$ cat src/rtl/matrix_bus_master.sv
// Bus initiator that loads A/B operands into the matrix multiplier slave, starts it, and reads results back.
// Optional macro WAIT_TIMEOUT_EN adds an interrupt-wait watchdog of TIMEOUT cycles.
module matrix_bus_master #(
  parameter int N_WORDS  = 8,
  parameter int READ_LAT = 2,
  parameter int TIMEOUT  = 1024
) (
  input  logic        clk,
  input  logic        reset_n,
  input  logic        start,
  input  logic        abort,
  input  logic        op_valid,
  input  logic [31:0] op_data,
  output logic        op_ready,
  output logic        M_req,
  input  logic        M_grant,
  output logic        M_sel,
  output logic        M_wr,
  output logic [7:0]  M_address,
  output logic [31:0] M_dout,
  input  logic [31:0] M_din,
  input  logic        m_interrupt,
  output logic        res_valid,
  output logic [31:0] res_data,
  output logic [2:0]  res_addr,
  input  logic        res_ready,
  output logic        busy,
  output logic        done,
  output logic        aborted
);

  localparam logic [3:0] S_IDLE      = 4'd0;
  localparam logic [3:0] S_LOAD_A    = 4'd1;
  localparam logic [3:0] S_LOAD_B    = 4'd2;
  localparam logic [3:0] S_CFG_IE    = 4'd3;
  localparam logic [3:0] S_START_MUL = 4'd4;
  localparam logic [3:0] S_START_ADD = 4'd5;
  localparam logic [3:0] S_WAIT_INT  = 4'd6;
  localparam logic [3:0] S_SET_RADDR = 4'd7;
  localparam logic [3:0] S_READ_WAIT = 4'd8;
  localparam logic [3:0] S_PUSH      = 4'd9;
  localparam logic [3:0] S_CLR1      = 4'd10;
  localparam logic [3:0] S_CLR0      = 4'd11;

  localparam logic [7:0] REG_A        = 8'h00;
  localparam logic [7:0] REG_B        = 8'h01;
  localparam logic [7:0] REG_IE       = 8'h02;
  localparam logic [7:0] REG_MUL      = 8'h03;
  localparam logic [7:0] REG_ADD      = 8'h04;
  localparam logic [7:0] REG_OP_CLEAR = 8'h05;
  localparam logic [7:0] REG_RADDR    = 8'h06;

  localparam logic [2:0]    LAST     = 3'(N_WORDS - 1);
  localparam int            LW       = (READ_LAT > 1) ? $clog2(READ_LAT) : 1;
  localparam logic [LW-1:0] LAT_LAST = LW'(READ_LAT - 1);

  logic [3:0]    state_reg, state_next;
  logic [2:0]    cnt_reg, cnt_next;
  logic [LW-1:0] lat_reg, lat_next;
  logic          abort_flag_reg, abort_flag_next;
  logic          res_valid_reg, res_valid_next;
  logic [31:0]   res_data_reg, res_data_next;
  logic [2:0]    res_addr_reg, res_addr_next;
  logic          done_reg, done_next;
  logic          aborted_reg, aborted_next;

  logic          bus_wr;
  logic [7:0]    bus_addr;
  logic [31:0]   bus_data;
  logic          op_ready_c;
  logic          abortable;

`ifdef WAIT_TIMEOUT_EN
  logic [15:0]   tmo_reg;

  // Free-running only while waiting, so it restarts from zero on every WAIT_INT entry.
  always_ff @(posedge clk or negedge reset_n) begin
    if (!reset_n) begin
      tmo_reg <= 16'd0;
    end else if (state_reg != S_WAIT_INT) begin
      tmo_reg <= 16'd0;
    end else begin
      tmo_reg <= tmo_reg + 16'd1;
    end
  end
`else
  logic unused_timeout;
  assign unused_timeout = (TIMEOUT != 0);
`endif

  assign abortable = (state_reg >= S_LOAD_A) && (state_reg <= S_PUSH);

  always_comb begin
    state_next      = state_reg;
    cnt_next        = cnt_reg;
    lat_next        = lat_reg;
    abort_flag_next = abort_flag_reg;
    res_valid_next  = res_valid_reg;
    res_data_next   = res_data_reg;
    res_addr_next   = res_addr_reg;
    done_next       = 1'b0;
    aborted_next    = 1'b0;
    bus_wr          = 1'b0;
    bus_addr        = 8'h00;
    bus_data        = 32'h0;
    op_ready_c      = 1'b0;
    case (state_reg)
      S_IDLE: begin
        if (start) begin
          state_next      = S_LOAD_A;
          cnt_next        = 3'd0;
          abort_flag_next = 1'b0;
        end
      end
      S_LOAD_A, S_LOAD_B: begin
        // Accepting an operand and writing it are the same cycle, so ready follows grant.
        bus_addr   = (state_reg == S_LOAD_A) ? REG_A : REG_B;
        bus_data   = op_data;
        op_ready_c = M_grant;
        if (op_valid && M_grant) begin
          bus_wr = 1'b1;
          if (cnt_reg == LAST) begin
            cnt_next   = 3'd0;
            state_next = (state_reg == S_LOAD_A) ? S_LOAD_B : S_CFG_IE;
          end else begin
            cnt_next = cnt_reg + 3'd1;
          end
        end
      end
      S_CFG_IE: begin
        bus_addr = REG_IE;
        bus_data = 32'd1;
        if (M_grant) begin
          bus_wr     = 1'b1;
          state_next = S_START_MUL;
        end
      end
      S_START_MUL: begin
        bus_addr = REG_MUL;
        bus_data = 32'd1;
        if (M_grant) begin
          bus_wr     = 1'b1;
          state_next = S_START_ADD;
        end
      end
      S_START_ADD: begin
        bus_addr = REG_ADD;
        bus_data = 32'd1;
        if (M_grant) begin
          bus_wr     = 1'b1;
          state_next = S_WAIT_INT;
        end
      end
      S_WAIT_INT: begin
        if (m_interrupt) begin
          state_next = S_SET_RADDR;
          cnt_next   = 3'd0;
        end
`ifdef WAIT_TIMEOUT_EN
        else if (tmo_reg == 16'(TIMEOUT - 1)) begin
          state_next      = S_CLR1;
          abort_flag_next = 1'b1;
        end
`endif
      end
      S_SET_RADDR: begin
        bus_addr = REG_RADDR;
        bus_data = {29'd0, cnt_reg};
        if (M_grant) begin
          bus_wr     = 1'b1;
          lat_next   = '0;
          state_next = S_READ_WAIT;
        end
      end
      S_READ_WAIT: begin
        if (lat_reg == LAT_LAST) begin
          res_valid_next = 1'b1;
          res_data_next  = M_din;
          res_addr_next  = cnt_reg;
          state_next     = S_PUSH;
        end else begin
          lat_next = lat_reg + LW'(1);
        end
      end
      S_PUSH: begin
        if (res_ready) begin
          res_valid_next = 1'b0;
          if (cnt_reg == LAST) begin
            state_next = S_CLR1;
          end else begin
            cnt_next   = cnt_reg + 3'd1;
            state_next = S_SET_RADDR;
          end
        end
      end
      S_CLR1: begin
        bus_addr = REG_OP_CLEAR;
        bus_data = 32'd1;
        if (M_grant) begin
          bus_wr     = 1'b1;
          state_next = S_CLR0;
        end
      end
      S_CLR0: begin
        bus_addr = REG_OP_CLEAR;
        bus_data = 32'd0;
        if (M_grant) begin
          bus_wr       = 1'b1;
          state_next   = S_IDLE;
          done_next    = !abort_flag_reg;
          aborted_next = abort_flag_reg;
        end
      end
      default: state_next = S_IDLE;
    endcase
    // Abort lets this cycle's bus write finish, then forces the clear sequence.
    if (abort && abortable) begin
      state_next      = S_CLR1;
      abort_flag_next = 1'b1;
      res_valid_next  = 1'b0;
    end
  end

  always_ff @(posedge clk or negedge reset_n) begin
    if (!reset_n) begin
      state_reg      <= S_IDLE;
      cnt_reg        <= 3'd0;
      lat_reg        <= '0;
      abort_flag_reg <= 1'b0;
      res_valid_reg  <= 1'b0;
      res_data_reg   <= 32'h0;
      res_addr_reg   <= 3'd0;
      done_reg       <= 1'b0;
      aborted_reg    <= 1'b0;
    end else begin
      state_reg      <= state_next;
      cnt_reg        <= cnt_next;
      lat_reg        <= lat_next;
      abort_flag_reg <= abort_flag_next;
      res_valid_reg  <= res_valid_next;
      res_data_reg   <= res_data_next;
      res_addr_reg   <= res_addr_next;
      done_reg       <= done_next;
      aborted_reg    <= aborted_next;
    end
  end

  assign busy      = (state_reg != S_IDLE);
  assign M_req     = busy;
  assign op_ready  = op_ready_c;
  assign M_sel     = bus_wr;
  assign M_wr      = bus_wr;
  assign M_address = bus_addr;
  assign M_dout    = bus_data;
  assign res_valid = res_valid_reg;
  assign res_data  = res_data_reg;
  assign res_addr  = res_addr_reg;
  assign done      = done_reg;
  assign aborted   = aborted_reg;

endmodule

$ cat config.mk
export PLATFORM = sky130hd
export DESIGN_NAME = matrix_bus_master
export DESIGN_NICKNAME = d
export VERILOG_FILES = /design/src/rtl/matrix_bus_master.sv
export SDC_FILE = /design/constraint.sdc
export NUM_CORES = 1
export LEC_CHECK = 0
export CAP_MARGIN = 15
export CELL_PAD_IN_SITES_DETAIL_PLACEMENT = 0
export CELL_PAD_IN_SITES_GLOBAL_PLACEMENT = 1
export CORE_MARGIN = 4
export CORE_UTILIZATION = 41
export DETAILED_ROUTE_END_ITERATION = 6
export DONT_BUFFER_PORTS = 1
export GPL_ROUTABILITY_DRIVEN = 0
export HOLD_SLACK_MARGIN = 0.15
export PLACE_DENSITY_LB_ADDON = 0.3
export SLEW_MARGIN = 20
export SYNTH_ARGS = -nofsm -noshare
export SYNTH_HDL_FRONTEND = slang
export SYNTH_SLANG_ARGS = --single-unit
$ cat constraint.sdc
create_clock -name clk -period 1.8 [get_ports clk]
set_input_delay 0.27 -clock clk [delete_from_list [all_inputs] [get_ports clk]]
set_output_delay 0.27 -clock clk [all_outputs]
set_load 0.02 [all_outputs]
After elaboration in Yosys (flattened, before gate mapping)
Index checks and enable logic that the tools add are counted.

Bits in registers: 47. Bits of input ports: 72. Output and inout bits: 83. Logic and storage cells: 108.

Add/sub/neg operators: 2. Order comparisons: 2. Eq/ne operators: 30. Mux-type cells: 44. Reductions and logical operators: 21.

Operators with widths (count): one-hot mux 32 bit (3 select lines) (1); 2-to-1 mux 4 bit (14); one-hot mux 4 bit (11 select lines) (1); inequality test 3 bit, second input constant (12); 2-to-1 mux 3 bit (6); one-hot mux 3 bit (6 select lines) (1); 2-to-1 mux 1 bit (17); equality test 4 x 3 -> 1 bit, second input constant (4); equality test 4 bit, second input constant (4); inequality test 2 bit, second input constant (6); one-hot mux 3 bit (4 select lines) (1); AND reduction 12 bit (1); equality test 4 x 2 -> 1 bit, second input constant (2); nonzero test 4 bit (2); one-hot mux 1 bit (2 select lines) (3); AND reduction 2 bit (3); AND reduction 6 bit (1); nonzero test 2 bit (3); OR reduction 6 bit (1); equality test 4 x 1 -> 1 bit, second input constant (1); >= comparator 4 x 1 -> 1 bit, second input constant (1); <= comparator 4 bit, second input constant (1); zero test 4 bit (1); OR reduction 2 bit (2); other kinds (8) (10).

Longest topological paths before layout
Gate-level depths: netlist of run 1.

Word-level depth: 6. Depth in mapped cells: 8. Depth with buffers taken out: 7.

Worst setup path after synthesis of run 1
OpenSTA, ideal clock, no wires.

Path kind: register to output. Start: register state_reg[3]. End: output port M_wr. Arrival: 1589 ps. Data required time: 1530 ps. Setup slack: -59 ps. Stages on the path, launching flop included: 7. Buffers on the path: 4. Cells stage by stage: dfrtp_1 > buf_4 > clkbuf_1 > buf_1 > o21ai_0 > and2_1 > buf_4.

Cells in the longest elaborated chain, start to end: 3. Elaborated cells on any way between the ends: 11. Classes of those cells: eq/ne: 8; mux: 1; reduce/logical: 2.

Ends and longest elaborated chain: from (decl) (line 57) `logic [3:0] state_reg, state_next;`; from (signal assigned) (line 236) `state_reg <= state_next;`; equality test 4 bit (tied with other cells) (line 107) `case (state_reg)`; OR reduction 6 bit (no source line) / OR reduction 2 bit (equally long branches); one-hot mux 1 bit (2 select lines) * (line 107); to (decl) (line 18) `output logic M_wr,`.

Every way passes the cells marked *; elsewhere a longest branch is shown, timed or not.

Worst setup path in the final report of run 1
Start: register state_reg[0]. End: register state_reg[2].

Cells in the longest elaborated chain, start to end: 5. Elaborated cells on any way between the ends: 32. Classes of those cells: order compare: 2; eq/ne: 23; mux: 2; reduce/logical: 5.

Ends and longest elaborated chain: >= comparator 4 x 1 -> 1 bit / <= comparator 4 bit (equally long branches) (line 91) `assign abortable = (state_reg >= S_LOAD_A) && (state_reg <= S_PUSH);`; logical AND 1 bit (line 91); logical AND 1 bit (line 217) `if (abort && abortable) begin`; inequality test 3 bit (no source line); AND reduction 12 bit (no source line).

Several ways; a longest one is shown, not always the timed one. A chain may end at the register's enable or synchronous reset.

==> results.md, run 1 <==
- Outcome: finished with violations
- Failing checks: setup timing
- Fin. Hold Viols: 0
- Yosys reg bits: 47
- Drt drc: 0
- Initial Util: 43.17%
- Drt first pass iters: 6
- Worst R2R Setup Slack: -110 ps
- Maximum VDD drop: 1.059 mV
- Total track usage: 18.26%
- Final setup vio count: 40
- Fmax achieved: 522.3 MHz
- Num CTS Buffers: 5
- Leakage: 1.695 nW
- Core box area: 6026 um^2
- CTS H-Tree Depth: 2
- Nets: 397
- RSZ-0062 raised after global routing: yes
- Area grow syn2layout: 44.40%
- Die X: 87.65 um
- Wire length per cell: 18.36 um
- EDFF count, synth: 0
- Critical Path Sink Type: register
- Share of cells above drive strength 1: 48.77%
- Post-Syn Area: 2601 um^2
- CTS root buffer: clkbuf_8
- Max Cap Viol: 0
- Ant diodes: 0
- First-pass GRT wire length: 10880 um
- Crit start category: register
- Drt total wl: 7324 um
- # IOs: 155
- Vias in the first global route: 2260
- Port bufs: 0
- Max FFs per register: 32
- Clk slew on worst S/H paths: 90 ps
- Post-Syn Instances: 246
- Number of distinct library cells after synthesis: 50
- CTS tree: yes
- Layout Cells excl Fill: 399
- Critical Path RT: 1990 ps
- Power per cell area: 2027 nW/um^2
- Synth Flop Type: dfrtp_1
- Synthesis warning total: 0
- Seq/Total Area, Yosys: 45.21%
- Area of the die: 7683 um^2
- Via Count: 2169
- Layout fillers: 477
- Most frequent cells in the layout: 43 x dfrtp_1, 36 x buf_4, 35 x dlygate4sd3_1, 31 x and2_4, 31 x mux2_2
- Final Skew: 8.578 ps
- Die Ht: 87.65 um
- Largest net degree at the start of global routing: 48
- Initial antenna violation count: 0
- Vias/cell: 5.436
- Tmin final: 1914 ps
- Critical path class: register to register
- Async SR Flop Fraction: 100.0%
- Iter 0 DRT Violations: 83
- Top fanout value on the critical path: 6
- Row Count: 28
- Crit path DAT: 2110 ps
- Dpl cells: 341
- Hold_ws: 181.9 ps
- Clock Tree Buf Depth: 2
- Worst hold path type: input pin to register
- Total gr overflow: 0
- Syn_area_per_cell: 10.57 um^2
- Design Power: 7.615 mW
- Final slew viol count: 0
- Worst-skew pair later-pin latency: 300 ps
- Final WS setup: -114.4 ps
- Tcrit/Tclk final: 106.4%
- Fin Setup TNS: -1690 ps
- DP HPWL: 4853 um
- # clock sinks: 47
- Most common cell after layout, fill and taps aside: dfrtp_1
- Antenna Violating Nets Remaining: 0
==> report_power, final <==
group          internal, mW  switching (mW)
clock                 0.457           0.365
combinational          2.27            2.14
sequential             1.52           0.867
==> path summary, 6_finish.rpt <==
check	from	to	depth (start not counted)
worst max-delay path	state_reg[0]$_DFFE_PN0P_	state_reg[2]$_DFFE_PN0P_	7
worst min-delay path	M_grant	lat_reg$_DFFE_PN0P_	3
worst max register to register	state_reg[0]$_DFFE_PN0P_	state_reg[2]$_DFFE_PN0P_	7
worst min register to register	abort_flag_reg$_DFFE_PN0P_	done$_DFF_PN0_	1
max in group asynchronous	reset_n	state_reg[1]$_DFFE_PN0P_	2
min in group asynchronous	reset_n	res_data[23]$_DFFE_PN0P_	2
==> per-layer routing <==
metal	global-route usage (%)	wire, um	vias up
li1	-	-	982
met1	20.69	2645	1068
met2	34.25	3996	108
met3	4.798	597	11
met4	3.905	85	0
met5	0	0	-
==> cells in the mapped netlist, types with 2 or more instances <==
| cell | n | area, um^2 |
|---|---|---|
| a21oi_1 | 14 | 70.07 |
| a22oi_1 | 3 | 22.52 |
| and2_1 | 31 | 193.9 |
| and3_1 | 3 | 18.77 |
| buf_2 | 6 | 30.03 |
| buf_4 | 9 | 67.56 |
| clkbuf_1 | 6 | 22.52 |
| dfrtp_1 | 47 | 1176 |
| ha_1 | 2 | 25.02 |
| inv_1 | 3 | 11.26 |
| mux2_1 | 5 | 56.30 |
| mux2_2 | 31 | 349.1 |
| mux2i_1 | 2 | 20.02 |
| nand2_1 | 17 | 63.81 |
| nand2b_1 | 4 | 25.02 |
| nor2_1 | 20 | 75.07 |
| nor3_1 | 2 | 10.01 |
| o21ai_0 | 8 | 40.04 |
| o21ai_1 | 2 | 10.01 |
==> stage by stage <==
step	util, %	worst slack (ps)	instance area [um^2]
after CTS	60.86	-102.8	3667
after global routing	62.33	-178.1	3756
after detailed placement	48.01	30.90	2893
after global placement	48.01	58.87	2893
final	62.33	-114.4	3756
after floorplan	-	11.68	2618
==> layout make-up <==
class | count | area, um^2 | area share [%]
sequential | 47 | 1181 | 31.45
multi-input combinational | 177 | 1478 | 39.34
timing repair buffer | 89 | 865.8 | 23.05
clock inverter | 2 | 38.79 | 1.033
tap | 75 | 93.84 | 2.498
clock buffer | 6 | 82.58 | 2.199
inverter | 3 | 16.27 | 0.4330
==> critical path: stages, from the launching register on <==
cell and delay [ps]:
dfrtp_2 500, xnor2_4 200, nor3_4 60, buf_12 130
buf_4 130, a221oi_4 300, a21o_4 190, mux2_4 290
==> cells by family after synthesis <==
group	after synthesis	share of synthesized area [%]
AO/OA/AOI/OAI	42	11.45
XOR/XNOR	2	0.9622
adder cells (fa/ha/maj)	2	0.9618
buffers and inverters	26	5.627
flip-flops	47	45.21
multiplexers	39	16.93
other	1	0.1442
AND/OR/NAND/NOR	87	18.71
==> timing repair <==
action | 4_1_cts | 5_1_grt
pin swaps | 36 | 7
setup endpoints to repair | 37 | 45
setup buffers | 10 | 3
hold buffers | 36 | 0
endpoints found under the hold margin | 82 | 0
gates cloned | 3 | 0
resized for setup | 92 | 20
Note: power is estimated with default switching activity, not from simulation.
==> run 2: changes to the inputs <==
Settings changed: CORE_UTILIZATION 41 to 30, RECOVER_POWER from default to 25.
==> run 2 against run 1 <==
The run still ends with setup timing left. First-iteration DRC count is 13% lower. Worst hold slack better by 15 ps. Utilization is 15 points lower. Worst setup slack worse by 2.2 ps. Largest power group unchanged.
==> results.md, run 2 (synthesized netlist as in run 1, its figures left out) <==
- Multi-input logic area: 1463 um^2
- Crit Reg-Reg Startpoint: state_reg[1]$_DFFE_PN0P_
- DP Worst Slack: 3.424 ps
- Leakage: 1.811 nW
- DP HPWL: 5286 um
- Actual slew at the worst max-slew pin: 1133 ps
- FF-to-FF End: state_reg[2]$_DFFE_PN0P_
- Area of the die: 10220 um^2
- Critical path class: register to output port
- Worst relative slew slack: 24.45%
- # IOs: 155
- Final slew viol count: 0
- Reg area: 1181 um^2
- CTS tree: yes
- Initial antenna violation count: 0
- Largest net degree at the start of global routing: 48
- CTS root buffer: clkbuf_8
- Tcrit/Tclk final: 106.5%
- Fmax achieved: 521.7 MHz
- WP depth: 5
- Hold_ws: 196.9 ps
- Nets: 410
- Row Count: 33
- Worst min-delay path startpoint: M_grant
- Via Count: 2176
- Worst hold path type: input pin to register
- Initial Util: 31.19%
- Worst-skew pair later-pin latency: 300 ps
- Num CTS Buffers: 5
- Cells along the critical path: buf_6 -> buf_6 -> a32o_2 -> o22ai_2 -> buf_6
- Outcome: finished with violations
- Port bufs: 0
- Fin. Hold Viols: 0
- # clock sinks: 47
- First-pass GRT wire length: 11120 um
- CP most frequent cell: buf_6
- Area grow syn2layout: 52.19%
- Vias in the first global route: 2152
- Tmin final: 1917 ps
- Top fanout value on the critical path: 5
- Drt total wl: 7965 um
- Failing checks: setup timing
- Vias/cell: 4.923
- CP bufs+invs: 3
- Worst R2R Setup Slack: -100 ps
- Cell family with most CP delay: compound AO/OA/AOI/OAI gates
- Die X: 101.1 um
- Crit path DAT: 1650 ps
- Drt first pass iters: 4
- Total gr overflow: 0
- Core box area: 8341 um^2
- Most common cell after layout, fill and taps aside: dfrtp_1
- Maximum VDD drop: 0.8275 mV
- Power per cell area: 1916 nW/um^2
- Die Ht: 101.1 um
- Drt drc: 0
- Design area: 3959 um^2
- Critical-path top delay cell: dfrtp_2
- Crit path largest cell delay: 460 ps
- Clk slew on worst S/H paths: 90 ps
- Reg2reg path depth: 8
- Iter 0 DRT Violations: 72
- Antenna Violating Nets Remaining: 0
- Clock Tree Buf Depth: 2
- Placed Instance Area: 2958 um^2
- Total track usage: 13.98%
- Final WS setup: -116.6 ps
- Sink of the worst hold path: lat_reg$_DFFE_PN0P_
- Max Cap Viol: 0
- Final setup vio count: 56
- Critical Path RT: 1530 ps
- Critical Path Sink Type: output port
- Max FFs per register: 32
- Hold path depth: 3
- Most frequent cells in the layout: 43 x dfrtp_1, 38 x buf_4, 37 x dlygate4sd3_1, 31 x mux2_2, 30 x and2_4
- Crit start category: register
- Wire length per cell: 18.02 um
- Ant diodes: 0
- Final Skew: 6.381 ps
- Layout fillers: 762
- RSZ-0062 raised after global routing: yes
- CTS H-Tree Depth: 2
- Share of cells above drive strength 1: 51.04%
-- run 2: cell types whose count changed in the layout (fill, tap and decap cells not counted), moves of 3 or more --
| cell | previous run | this run |
|---|---|---|
| clkbuf_16 | 0 | 4 |
| mux2_1 | 4 | 0 |
| mux2_4 | 2 | 6 |
| buf_8 | 0 | 3 |
| nor2_2 | 4 | 0 |
| nor2_1 | 14 | 19 |
-- run 2: repair_timing --
action	in CTS	in global routing
hold endpoints to repair	83	1
hold buffers	37	1
setup endpoints to repair	41	79
resized for setup	63	48
gates cloned	2	8
setup buffers	10	6
pin swaps	16	22
-- run 2: area by class of cell --
| cell class | count | share of cell area [%] |
|---|---|---|
| clock inverters | 3 | 1.169 |
| multi-input cells | 177 | 36.95 |
| repair buffers | 102 | 26.64 |
| flip-flops and latches | 47 | 29.84 |
| clock buffers | 5 | 1.738 |
| inverters | 3 | 0.3477 |
| well taps | 105 | 3.319 |
-- run 2: how the worst max path moves through the flow --
stage                               endpoint                startpoint  slack (ps)
finish                             M_dout[0]  state_reg[1]$_DFFE_PN0P_        -120
global route                       M_dout[0]  state_reg[1]$_DFFE_PN0P_        -180
CTS                               M_dout[14]  state_reg[0]$_DFFE_PN0P_        -100
global placement    state_reg[2]$_DFFE_PN0P_  state_reg[3]$_DFFE_PN0P_          40
floorplan           state_reg[2]$_DFFE_PN0P_  state_reg[2]$_DFFE_PN0P_          10
detailed placement  state_reg[2]$_DFFE_PN0P_  state_reg[0]$_DFFE_PN0P_           3
-- run 2: tightest hold or removal path: cells and delay by family --
family | cells | cell delay [ps]
and+or+nand+nor | 2 | 130
AOI/OAI and AO/OA | 1 | 60
-- run 2: metal layers --
metal	up-vias	GRT usage, %	wire [um]
met3	8	4.637	646
met2	103	24.50	4043
met1	1048	16.47	3199
met4	0	3.476	75
li1	1017	-	-
met5	-	0	0
-- run 2: stage by stage --
| step | TNS, ps | power (mW) | util (%) | instances |
|---|---|---|---|---|
| after floorplan | 0 | 4.647 | - | 250 |
| after global placement | 0 | 5.686 | 35.46 | 373 |
| after detailed placement | 0 | 5.726 | 35.46 | 373 |
| after CTS | -3678 | 7.180 | 43.95 | 429 |
| after global routing | -6509 | 8.048 | 47.46 | 442 |
| final | -2559 | 7.585 | 47.46 | 442 |
-- run 2: power by group --
| group | switching, mW | internal [mW] | leakage, nW |
|---|---|---|---|
| sequential | 0.876 | 1.52 | 0.564 |
| combinational | 2.12 | 2.27 | 1.19 |
| clock | 0.377 | 0.419 | 0.0548 |
| total | 3.37 | 4.21 | 1.81 |
==> run 3: changes to the inputs <==
Settings changed: PLACE_DENSITY_LB_ADDON 0.3 to 0.1.
==> run 3 against run 2 <==
The run still ends with setup timing left. Cell area is 3.1% lower. Global-route usage is 0.43 points higher. Critical path depth stayed put. Highest routed layer unchanged. Clock power is 1% higher. Maximum frequency is 0.29% lower. Largest cell class unchanged. Critical path type unchanged. Worst hold slack worse by 3.1 ps. Utilization is 1.5 points lower.
==> results.md, run 3 (synthesized netlist as in run 1, its figures left out) <==
- Outcome: finished with violations
- Failing checks: setup timing
- Most common cell after layout, fill and taps aside: buf_4
- Port bufs: 0
- Antenna Violating Nets Remaining: 0
- CTS root buffer: clkbuf_8
- Wire length per cell: 17.74 um
- DP HPWL: 5563 um
- CTS H-Tree Depth: 2
- Ant diodes: 0
- Final Skew: 6.715 ps
- Tmin final: 1922 ps
- CTS tree: yes
- Reg area: 1181 um^2
- Die Ht: 101.1 um
- Core box area: 8341 um^2
- # IOs: 155
- Worst-skew pair later-pin latency: 300 ps
- Most frequent cells in the layout: 44 x buf_4, 43 x dfrtp_1, 35 x dlygate4sd3_1, 31 x mux2_2, 30 x and2_4
- Final slew viol count: 0
- Initial antenna violation count: 0
- Iter 0 DRT Violations: 70
- Logic pwr share: 58.5%
- Sequential Power Share: 31.1%
- Vias/cell: 4.991
- Drt first pass iters: 4
- Worst hold path type: input pin to register
- Vias in the first global route: 2166
- Int Power: 4.291 mW
- Via Count: 2186
- Initial Util: 31.19%
- Die X: 101.1 um
- Total track usage: 14.40%
- Max FFs per register: 32
- Hold_ws: 193.8 ps
- Cell family with most CP delay: flip-flops
- Worst relative slew slack: 21.09%
- Maximum VDD drop: 0.7612 mV
- Total gr overflow: 0
- Power per cell area: 2014 nW/um^2
- Num CTS Buffers: 5
- Final WS setup: -122.3 ps
- Dpl cells: 373
- Design area: 3837 um^2
- Critical Path RT: 1530 ps
- Sw frac: 44.47%
- CP bufs+invs: 2
- Critical Path Sink Type: output port
- Largest net degree at the start of global routing: 48
- Clock power share: 10.4%
- Max Cap Viol: 0
- Fmax achieved: 520.2 MHz
- Drt drc: 0
- Actual slew at the worst max-slew pin: 1184 ps
- Final setup vio count: 43
- RSZ-0062 raised after global routing: yes
- Critical-path top delay cell: dfrtp_2
- Layout fillers: 763
- Top fanout value on the critical path: 8
- Crit start category: register
- Area grow syn2layout: 47.52%
- # clock sinks: 47
- Leakage: 1.721 nW
- Crit path DAT: 1650 ps
- Row Count: 33
- Critical path class: register to output port
- Psw: 3.437 mW
- Cells along the critical path: xnor2_4 -> nor3_4 -> buf_4 -> buf_8 -> and2_4
- Layout Cells excl Fill: 438
- Placed Instance Area: 2958 um^2
- Fin. Hold Viols: 0
- Drt total wl: 7768 um
- Share of cells above drive strength 1: 50.75%
- First-pass GRT wire length: 11470 um
- Crit path largest cell delay: 490 ps
- Clock Tree Buf Depth: 2
- Multi-input logic area: 1478 um^2
- Nets: 406
- Clk slew on worst S/H paths: 100 ps
- Tcrit/Tclk final: 106.8%
- Area of the die: 10220 um^2
## run 3: cell types whose count changed in the layout (fill, tap and decap cells not counted), sizes merged
cell / previous run / this run
buf: 60 / 62
dlygate4sd3: 37 / 35
clkbuf: 10 / 6
## run 3: repair_timing
action                     CTS  global route
hold endpoints to repair    82             0
buffers inserted            10            10
cloned                       1             2
setup endpoints to repair   38            45
hold buffers                36             0
pin swaps                    7            43
resized for setup           61            51
## run 3: worst paths after layout
check / start / to / slack [ps] / cells past startpoint
worst max-delay path: state_reg[0]$_DFFE_PN0P_ / M_dout[16] / -120 / 5
worst min-delay path: M_grant / lat_reg$_DFFE_PN0P_ / 190 / 3
max in group asynchronous: reset_n / state_reg[1]$_DFFE_PN0P_ / 270 / 2
min in group asynchronous: reset_n / lat_reg$_DFFE_PN0P_ / 730 / 2
worst max register to register: state_reg[2]$_DFFE_PN0P_ / state_reg[2]$_DFFE_PN0P_ / -110 / 6
worst min register to register: abort_flag_reg$_DFFE_PN0P_ / done$_DFF_PN0_ / 460 / 1
## run 3: layout make-up
cell class	count	share of cell area, %
repair buffers	98	23.93
flip-flops and latches	47	30.78
clock buffers	5	1.793
inverters	3	0.3587
multi-input cells	177	38.51
well taps	105	3.424
clock inverters	3	1.206
## run 3: power groups by stage
| stage | logic, mW | clock network, mW | registers (mW) |
|---|---|---|---|
| detailed placement | 3.21 | 0 | 2.43 |
| floorplan | 2.39 | 0 | 2.25 |
| finish | 4.52 | 0.804 | 2.40 |
| global placement | 3.21 | 0 | 2.43 |
| global route | 4.89 | 0.876 | 2.46 |
| CTS | 3.89 | 0.855 | 2.41 |
## run 3: metrics by stage
step / setup TNS [ps] / util (%) / power, mW / worst slack [ps]
floorplan: 0 / - / 4.647 / 11.68
global placement: 0 / 35.46 / 5.638 / 15.88
detailed placement: -24.72 / 35.46 / 5.642 / -24.72
CTS: -3350 / 43.85 / 7.151 / -121.7
global route: -7867 / 46.01 / 8.226 / -196.0
finish: -4171 / 46.01 / 7.728 / -122.3
## run 3: tightest hold or removal path: stages
cell	delay [ps]
nand2_1	40
a21oi_1	60
nor2_1	90
## run 3: per-layer routing
layer,vias to the layer above,wire (um),GRT usage [%]
met5,-,0,0
met4,0,116,4.294
met3,9,740,4.983
met2,124,3989,25.05
met1,1047,2921,16.70
li1,1006,-,-
